## config.mk

```make
export PLATFORM = sky130hd
export DESIGN_NAME = register_write_arbiter
export DESIGN_NICKNAME = d
export VERILOG_FILES = /design/src/rtl/pca_regs_pkg.sv /design/src/rtl/register_write_arbiter_rr_grant2.sv /design/src/rtl/register_write_arbiter.sv
export SDC_FILE = /design/constraint.sdc
export NUM_CORES = 1
export LEC_CHECK = 0
export CORE_MARGIN = 2
export CORE_UTILIZATION = 47
export DETAILED_ROUTE_END_ITERATION = 10
export PLACE_DENSITY = 0.8
export RECOVER_POWER = 50
export SYNTH_ARGS = -nofsm -noshare
export SYNTH_HDL_FRONTEND = slang
export SYNTH_SLANG_ARGS = --single-unit
export TNS_END_PERCENT = 1
```

## constraint.sdc

```tcl
create_clock -name clk_i -period 2.47 [get_ports clk_i]
set_input_delay 0.247 -clock clk_i [delete_from_list [all_inputs] [get_ports clk_i]]
set_output_delay 0.247 -clock clk_i [all_outputs]
set_load 0.1 [all_outputs]
```

## src/rtl/pca_regs_pkg.sv

```systemverilog
// Shared register-map constants and types for the PCA-style LED controller.
// Contents:
//   register ids   - MODE1, LED_BASE, ALL_LED_BASE, PRE_SCALE
//   geometry       - LED_STRIDE (registers per channel), NUM_CHANNELS
//   state_e        - write arbiter states (IDLE / FANOUT)
//   GRANT_A/B      - encoding of the arbiter's last_grant flop
//   in_all_led()   - true when an id addresses one of the four ALL_LED registers
package pca_regs_pkg;

    localparam logic [7:0] MODE1        = 8'h00;
    localparam logic [7:0] LED_BASE     = 8'h06;
    localparam int         LED_STRIDE   = 4;
    localparam logic [7:0] ALL_LED_BASE = 8'hFA;
    localparam logic [7:0] PRE_SCALE    = 8'hFE;
    localparam int         NUM_CHANNELS = 16;

    typedef enum logic {
        IDLE   = 1'b0,
        FANOUT = 1'b1
    } state_e;

    localparam logic GRANT_A = 1'b0;
    localparam logic GRANT_B = 1'b1;

    // ALL_LED block is four consecutive ids starting at base.
    function automatic logic in_all_led(input logic [7:0] id, input logic [7:0] base);
        logic [7:0] rel;
        rel = id - base;
        return (id >= base) && (rel < 8'd4);
    endfunction

endpackage

```

## src/rtl/register_write_arbiter_rr_grant2.sv

```systemverilog
// Two-input round-robin grant.
// Ports:
//   valid_a, valid_b - request lines
//   last_grant       - requester granted most recently (GRANT_A / GRANT_B)
//   enable           - when low, nothing is granted
//   grant            - one-hot grant, bit 0 = A, bit 1 = B
module rr_grant2
    import pca_regs_pkg::*;
(
    input  logic       valid_a,
    input  logic       valid_b,
    input  logic       last_grant,
    input  logic       enable,
    output logic [1:0] grant
);

    always_comb begin
        grant = 2'b00;
        if (enable) begin
            // On a tie, A wins only if B was the last one served.
            if (valid_a && (!valid_b || last_grant == GRANT_B)) begin
                grant = 2'b01;
            end else if (valid_b) begin
                grant = 2'b10;
            end
        end
    end

endmodule

```

## src/rtl/register_write_arbiter.sv

```systemverilog
// Write-port arbiter in front of register_data. Two requesters (A: I2C target,
// B: internal controller) share one write port with round-robin arbitration.
// A write to any ALL_LED register is forwarded as-is and then replayed into the
// matching byte of every LEDn register, one write per cycle.
// Ports:
//   clk_i, rst_ni                        - clock, synchronous active-low reset
//   a_reg_id_i/a_value_i/a_valid_i       - requester A request
//   a_ready_o                            - requester A accepted this cycle
//   b_reg_id_i/b_value_i/b_valid_i       - requester B request
//   b_ready_o                            - requester B accepted this cycle
//   write_register_id_o/_value_o         - registered write to register_data
//   write_enable_o                       - one-cycle write strobe
//   busy_o                               - ALL_LED fan-out in progress
module register_write_arbiter #(
    parameter int         NUM_CHANNELS = 16,
    parameter logic [7:0] LED_BASE     = 8'h06,
    parameter logic [7:0] ALL_LED_BASE = 8'hFA
) (
    input  logic       clk_i,
    input  logic       rst_ni,
    input  logic [7:0] a_reg_id_i,
    input  logic [7:0] a_value_i,
    input  logic       a_valid_i,
    output logic       a_ready_o,
    input  logic [7:0] b_reg_id_i,
    input  logic [7:0] b_value_i,
    input  logic       b_valid_i,
    output logic       b_ready_o,
    output logic [7:0] write_register_id_o,
    output logic [7:0] write_register_value_o,
    output logic       write_enable_o,
    output logic       busy_o
);
    import pca_regs_pkg::*;

    localparam int IDX_W = (NUM_CHANNELS > 1) ? $clog2(NUM_CHANNELS) : 1;

    state_e           state_q, state_d;
    logic [IDX_W-1:0] idx_q;
    logic [1:0]       off_q;
    logic [7:0]       val_q;
    logic             last_grant_q;
    logic [1:0]       grant;
    logic             idle;
    logic             accept;
    logic             is_bcast;
    logic [7:0]       sel_id;
    logic [7:0]       sel_value;

    rr_grant2 u_grant (
        .valid_a    (a_valid_i),
        .valid_b    (b_valid_i),
        .last_grant (last_grant_q),
        .enable     (idle),
        .grant      (grant)
    );

    assign sel_id    = grant[1] ? b_reg_id_i : a_reg_id_i;
    assign sel_value = grant[1] ? b_value_i  : a_value_i;
    assign accept    = |grant;
    assign is_bcast  = accept && in_all_led(sel_id, ALL_LED_BASE);

    // State register
    always_ff @(posedge clk_i) begin
        if (!rst_ni) state_q <= IDLE;
        else         state_q <= state_d;
    end

    // Next-state logic
    always_comb begin
        state_d = state_q;
        case (state_q)
            IDLE:    if (is_bcast) state_d = FANOUT;
            FANOUT:  if (idx_q == IDX_W'(NUM_CHANNELS - 1)) state_d = IDLE;
            default: state_d = IDLE;
        endcase
    end

    // State-decoded outputs
    always_comb begin
        idle      = (state_q == IDLE);
        busy_o    = (state_q == FANOUT);
        a_ready_o = grant[0];
        b_ready_o = grant[1];
    end

    // Write datapath. Accept only happens in IDLE, so the two branches are exclusive.
    always_ff @(posedge clk_i) begin
        if (!rst_ni) begin
            write_register_id_o    <= 8'h00;
            write_register_value_o <= 8'h00;
            write_enable_o         <= 1'b0;
            idx_q                  <= '0;
            off_q                  <= 2'd0;
            val_q                  <= 8'h00;
            last_grant_q           <= GRANT_B;
        end else begin
            write_enable_o <= 1'b0;
            if (accept) begin
                write_register_id_o    <= sel_id;
                write_register_value_o <= sel_value;
                write_enable_o         <= 1'b1;
                last_grant_q           <= grant[1];
                if (is_bcast) begin
                    // Byte lane within each LED channel (ON_L/ON_H/OFF_L/OFF_H).
                    off_q <= 2'(sel_id - ALL_LED_BASE);
                    val_q <= sel_value;
                    idx_q <= '0;
                end
            end else if (state_q == FANOUT) begin
                write_register_id_o    <= LED_BASE + 8'(LED_STRIDE) * 8'(idx_q) + 8'(off_q);
                write_register_value_o <= val_q;
                write_enable_o         <= 1'b1;
                idx_q                  <= idx_q + 1'b1;
            end
        end
    end

endmodule

```

# ---- Word level (Yosys, flattened, before mapping)
# Cells that the tools add are included.
dict set report word_totals {
  output_inout_bits 20
  wordCells 43
  in_bits 36
  ff_bits 33
}
dict set report op_classes {
  n_eq_ne 2
  magnitude_cmp 2
  reduce_logical 9
  bitwise_logic 1
  add_sub_neg 4
  n_mux 17
}
# cell n
set ops {}
lappend ops {{$mux W8} 6}
lappend ops {{$mux W4} 3}
lappend ops {{$add A7 B2 Y8} 1}
lappend ops {{$ge A8 B8 Y1 const B} 1}
lappend ops {{$lt A8 B3 Y1 const B} 1}
lappend ops {{$sub A8 B8 Y8 const B} 1}
lappend ops {{$add A3 B6 Y7 const A} 1}
lappend ops {{$mux W2} 3}
lappend ops {{$add A4 B1 Y4 const B} 1}
lappend ops {{$eq A4 B4 Y1 const B} 1}
lappend ops {{$mux W1} 4}
lappend ops {{$reduce_and A2 Y1} 2}
lappend ops {{$logic_and A1 B1 Y1} 3}
lappend ops {{$ne A2 B1 Y1 const B} 1}
lappend ops {{$pmux W1 S2} 1}
lappend ops {{$reduce_bool A2 Y1} 1}
lappend ops {{$reduce_or A2 Y1} 1}
lappend ops {{$logic_not A1 Y1} 1}
lappend ops {{$logic_or A1 B1 Y1} 1}
lappend ops {{$not A1 Y1} 1}

# ---- Longest topological paths before layout
dict set report logic_depth {
  word_depth 12
  ltp_mapped 10
}

# ---- Modules after synthesis
# A second synthesis with hierarchy kept.
dict set report hier_totals {
  hier_cells 188
  hier_area_um2 1707.9
}
# module seq_area_each_um2 n_inst cells_each area_per_inst_um2
set by_module_without_submodules {}
lappend by_module_without_submodules {register_write_arbiter 660.6 1 183 1686.6}
lappend by_module_without_submodules {rr_grant2 0.0 1 5 21.3}

# ---- Worst setup path before layout
# No wires, ideal clock.
dict set report synth_path {
  path_type {register -> register}
  from {register state_q (netlist: busy_o)}
  to {register idx_q[1]}
  arrival_ps 3678
  path_stages_with_launch 9
  n_path_buf 3
  setup_time_ps 100
  synth_period_minus_slack_ps 3778
  setup_slack_ps -1308
  path_cell_list {dfxtp_1 > buf_2 > buf_2 > nor2_1 > mux2i_1 > ha_1 > o2111a_1 > buf_6 > a2111oi_4}
}
dict set report synth_via {
  elab_chain_cells 8
  word_cells_on_any_way 12
  classes_between {add/sub: 1; order compare: 2; eq/ne: 1; mux: 3; reduce/logical: 5}
}
# element line
set synth_lines {}
lappend synth_lines {{start: declaration} register_write_arbiter.sv:38} ;# state_e state_q, state_d;
lappend synth_lines {{start signal: assignment} register_write_arbiter.sv:66} ;# else state_q <= state_d;
lappend synth_lines {{$mux W2 *} register_write_arbiter_rr_grant2.sv:19} ;# if (enable) begin
lappend synth_lines {{net b_ready_o} register_write_arbiter.sv:28} ;# output logic b_ready_o,
lappend synth_lines {{$mux W8} register_write_arbiter.sv:58} ;# assign sel_id = grant[1] ? b_reg_id_i : a_reg_id_i;
lappend synth_lines {{$sub A8 B8 Y8} --}
lappend synth_lines {{$lt A8 B3 Y1} pca_regs_pkg.sv:29} ;# return (id >= base) && (rel < 8'd4);
lappend synth_lines {{$logic_and A1 B1 Y1} pca_regs_pkg.sv:29}
lappend synth_lines {{$logic_and A1 B1 Y1} register_write_arbiter.sv:61} ;# assign is_bcast = accept && in_all_led(sel_id, ALL_LED_BASE);
lappend synth_lines {{$ne A2 B1 Y1 (no line)} --}
lappend synth_lines {{$reduce_and A2 Y1 (no line)} --}
lappend synth_lines {{end signal: assignment} register_write_arbiter.sv:114} ;# idx_q <= idx_q + 1'b1;
lappend synth_lines {{end: declaration} register_write_arbiter.sv:39} ;# logic [IDX_W-1:0] idx_q;
# Mark *: on every way through the listed nets, which the timed path passes. The rest lies on a longest branch.
# A chain may end at the register's enable or synchronous reset.

# ---- Final worst setup path
dict set report layout_path {
  from {input b_valid_i}
  to {register idx_q[1]}
}
dict set report layout_via {
  elab_chain_cells 12
  word_cells_on_any_way 17
  classes_between {add/sub: 1; order compare: 2; eq/ne: 1; mux: 5; reduce/logical: 8}
}
# element line
set layout_lines {}
lappend layout_lines {{start: declaration} register_write_arbiter.sv:27} ;# input logic b_valid_i,
lappend layout_lines {{$logic_not A1 Y1} register_write_arbiter_rr_grant2.sv:21} ;# if (valid_a && (!valid_b || last_grant == GRANT_B)) begin
lappend layout_lines {{$logic_or A1 B1 Y1} register_write_arbiter_rr_grant2.sv:21}
lappend layout_lines {{$logic_and A1 B1 Y1} register_write_arbiter_rr_grant2.sv:21}
lappend layout_lines {{$mux W2 *} register_write_arbiter_rr_grant2.sv:21}
lappend layout_lines {{$mux W2 *} register_write_arbiter_rr_grant2.sv:19}
lappend layout_lines {{$mux W8} register_write_arbiter.sv:58}
lappend layout_lines {{$sub A8 B8 Y8} --}
lappend layout_lines {{$lt A8 B3 Y1} pca_regs_pkg.sv:29}
lappend layout_lines {{$logic_and A1 B1 Y1} pca_regs_pkg.sv:29}
lappend layout_lines {{$logic_and A1 B1 Y1} register_write_arbiter.sv:61}
lappend layout_lines {{$ne A2 B1 Y1 (no line)} --}
lappend layout_lines {{$reduce_and A2 Y1 (no line)} --}
# Mark *: on every way between the ends. The rest lies on a longest branch, timed or not.

==> results.md <==
* Outcome: finished, final reports clean
* Slowest cell on crit path: clkdlybuf4s50_1
* Netlist area before placement at ~1800 um2
* Num rows at 22
* Critical Path Start Type: primary input
* Post-cts sizing count at 0
* Antenna violations before repair at 0
* CP Depth at 7
* Warnings, synthesis at 0
* Nets at between 300 and 400
* Worst hold path cell count at 2
* Worst Path Arrival at between 2 and 2.5 ns
* Total track usage at a little under a quarter
* DR vias/cell at 5.64
* Peak VDD IR at ~360 uV
* Layout area overhead at 35.1%
* Layout cells sized above 1 at roughly 10%
* FMAX at between 400 and 500 MHz
* Tcrit/Tclk final at 89.5%
* Initial Utilization at 49.6%
* DRC Markers at 0
* Slew HR at approximately a fifth
* DRT iter0 DRCs at 75
* Ranking of synthesized cells by area: dfxtp_1, mux2i_1, o21ai_0
* Footprint of the multi-input gates at around 1100 um2
* Antenna cells at 0
* Cell count after synthesis at approximately 210
* DR vias at about 1800
* Largest net degree at the start of global routing at 35
* Longest Clk Path Bufs at 2
* Die Area at roughly 4400 um2
* Die W at 66.4 um
* Hold Fails Final Rpt at 0
* DRT Wirelength at roughly 4800 um
* Highest cell delay on the worst timing path at about 0.55 ns
* Leading area contributor after synthesis: dfxtp_1
* Critical path data required time at about 2.7 ns
* Register area share after synthesis at around 36%
* Design Power at 1500 uW
* CTS root buf: clkbuf_8
* Number of global-route vias before repair at approximately 1800
* Register area at 661 um2
* Pins Over Slew Limit at 0
* Router iterations before antenna repair at 4
* Grt total ovfl at 0
* Worst-margin pin slew at 1.19 ns
* Detailed Place HPWL at 3400 um
* CP endpoint kind: flop
* Mean Syn Cell Area at 8.58 um2
* GP Congestion at between 0.7 and 0.8
* Number of I/O port buffers at between 50 and 60
* FF-to-FF path depth at 5
* # IOs at 56
* CTS clk-pin slew, worst paths at ~0.070 ns
* Post-CTS setup buffers at 0
* Power per cell area at about 610 nW/um2
* Crit path launch: b_valid_i
* Final setup vio count at 0
* Fillers at about 360
* Setup tns final at 0 ns
* Core box area at ~3700 um2
* Family with the most delay on the worst path: compound AO/OA/AOI/OAI gates
* RSZ-0062 raised after global routing: false
* Post-CTS Hold Fix Bufs at 0
* Synth Net Count at approximately 250
* CP bufs+invs at 1
* Share of the synthesized area in the top cell type at 36.1%
* CTS tree: yes
* H-tree depth at 2
* Hold WC Path Type: reg -> reg
* Routed Antenna Nets at 0
* Max_cap viols at 0
* Beginning of the worst hold path: val_q[4]
* Pleak at between 0.0009 and 0.001 uW
* Register-to-register setup slack at about 0.36 ns
* Die Y-Extent at 66.4 um
* Worst-path fanout max at 11
* Post-synth cell types at 40
* Final setup skew at ~0.0077 ns
* CP Class: in -> reg
* Clk_lat worst skew at roughly 0.29 ns
* First-pass GRT wire length at just under 8000 um
* TritonCTS sink count at 33
* DR WL/cell at ~15 um
* Post-layout minimum cycle time at 2.21 ns
* Yosys reg bits at 33
* Worst-path cell chain: clkdlybuf4s50_1 > a21bo_4 > nor2_4 > mux2i_1 > ha_1 > o2111a_1 > a2111oi_4
* CTS buffer count at 5
* CP Capture Point: idx_q[1]
* Reg-to-reg startpoint: busy_o
* Reg2Reg Capture Point: val_q[5]
==> Yosys cell counts, drive strengths merged <==
library cell,number
dfxtp,33
nand2,20
o21ai,20
a21oi,15
clkbuf,11
mux2i,11
nand3,11
nor2,8
a211oi,7
buf,7
a21boi,6
a21o,6
a22oi,6
and3,6
inv,6
a311oi,5
ha,4
nor2b,4
xnor2,4
nand4,3
nor3,3
o21a,2
xor2,2
a2111oi,1
a21bo,1
a32o,1
and2,1
nand2b,1
nor4,1
o2111a,1
o2111ai,1
o211ai,1
o21ba,1
o21bai,1
o311ai,1
o32ai,1
==> worst register-to-register path, cell delays in order (launching register included) <==
cell	delay [ns]
dfxtp_1	0.62
o21ai_0	0.20
and2_1	0.20
ha_1	0.34
o2111a_1	0.45
mux2i_1	0.23
==> cell type report <==
type	instances	area share, %
timing repair buffer	67	22.0
sequential	33	26.7
clock buffer	6	2.94
inverter	6	0.912
multi-input combinational	156	43.5
tap	48	2.43
clock inverter	2	1.42
==> kinds of logic (layout without fill, tap and decap cells) <==
kind of cell	after synthesis	count (layout)	share of synthesized area (%)
AOI/OAI and AO/OA	77	77	30.6
buffers and inverters	24	81	5.68
and+or+nand+nor	58	58	15.9
muxes	11	11	6.02
DFF	33	33	36.1
xor gates and xnor gates	6	6	2.87
adders and majority gates	4	4	2.74
==> cell usage in the layout (no fill, tap or decap), types with 5 or more instances in the layout <==
cell type,synthesis,routed
buf_4,0,11
nand2_1,20,20
a21oi_1,15,14
a211oi_1,7,7
nor2_1,8,7
clkbuf_1,11,20
nand3_1,11,11
a22oi_1,6,6
dfxtp_1,33,33
and3_1,5,5
a21boi_0,5,5
o21ai_0,20,20
mux2i_1,11,11
a21o_1,6,6
a311oi_1,5,5
inv_1,6,6
clkbuf_8,0,5
clkdlybuf4s50_1,0,35
==> worst min path at each step <==
stage                                         to
after floorplan           write_register_id_o[7]
after global placement                  val_q[4]
after detailed placement                val_q[5]
after CTS                               val_q[2]
after global routing                    val_q[4]
final                                   val_q[4]
==> through the flow <==
| stage | util, % | std cells | worst slack (ns) | instance area (um2) | hold slack, ns |
|---|---|---|---|---|---|
| 6_report | 67.0 | 318 | 0.259 | 2470 | 0.467 |
| 5_1_grt | 67.0 | 318 | 0.129 | 2470 | 0.476 |
| 4_1_cts | 69.0 | 318 | 0.278 | 2540 | 0.466 |
| 3_5_place_dp | 66.1 | 310 | 0.00404 | 2440 | 0.455 |
| 3_3_place_gp | 66.1 | 310 | 0.0577 | 2440 | 0.444 |
| 2_1_floorplan | - | 213 | 0.0143 | 1860 | 0.408 |
==> state kept, by name, indices dropped and copies added, names as in the netlist <==
name,cells
val_q,8
write_register_id_o,8
write_register_value_o,8
idx_q,4
off_q,2
busy_o,1
last_grant_q,1
write_enable_o,1
==> routing by layer <==
metal | wire length (um) | share of wire, % | global-route usage, % | up-vias
met4 | 109 | 2.3 | 9.18 | 0
met2 | 2280 | 48 | 39.6 | 70
met1 | 2090 | 44 | 29.4 | 824
met3 | 298 | 6.2 | 6.64 | 12
met5 | 0 | 0 | 0 | -
li1 | - | - | - | 889
==> where the power goes <==
part           switching [uW]  internal [uW]  leakage, uW  total, uW
Combinational             298            132     0.000607        430
Clock                     195            299    0.0000552        494
Sequential               15.3            558     0.000270        574
No activity file was read; power rests on OpenSTA's default activity.
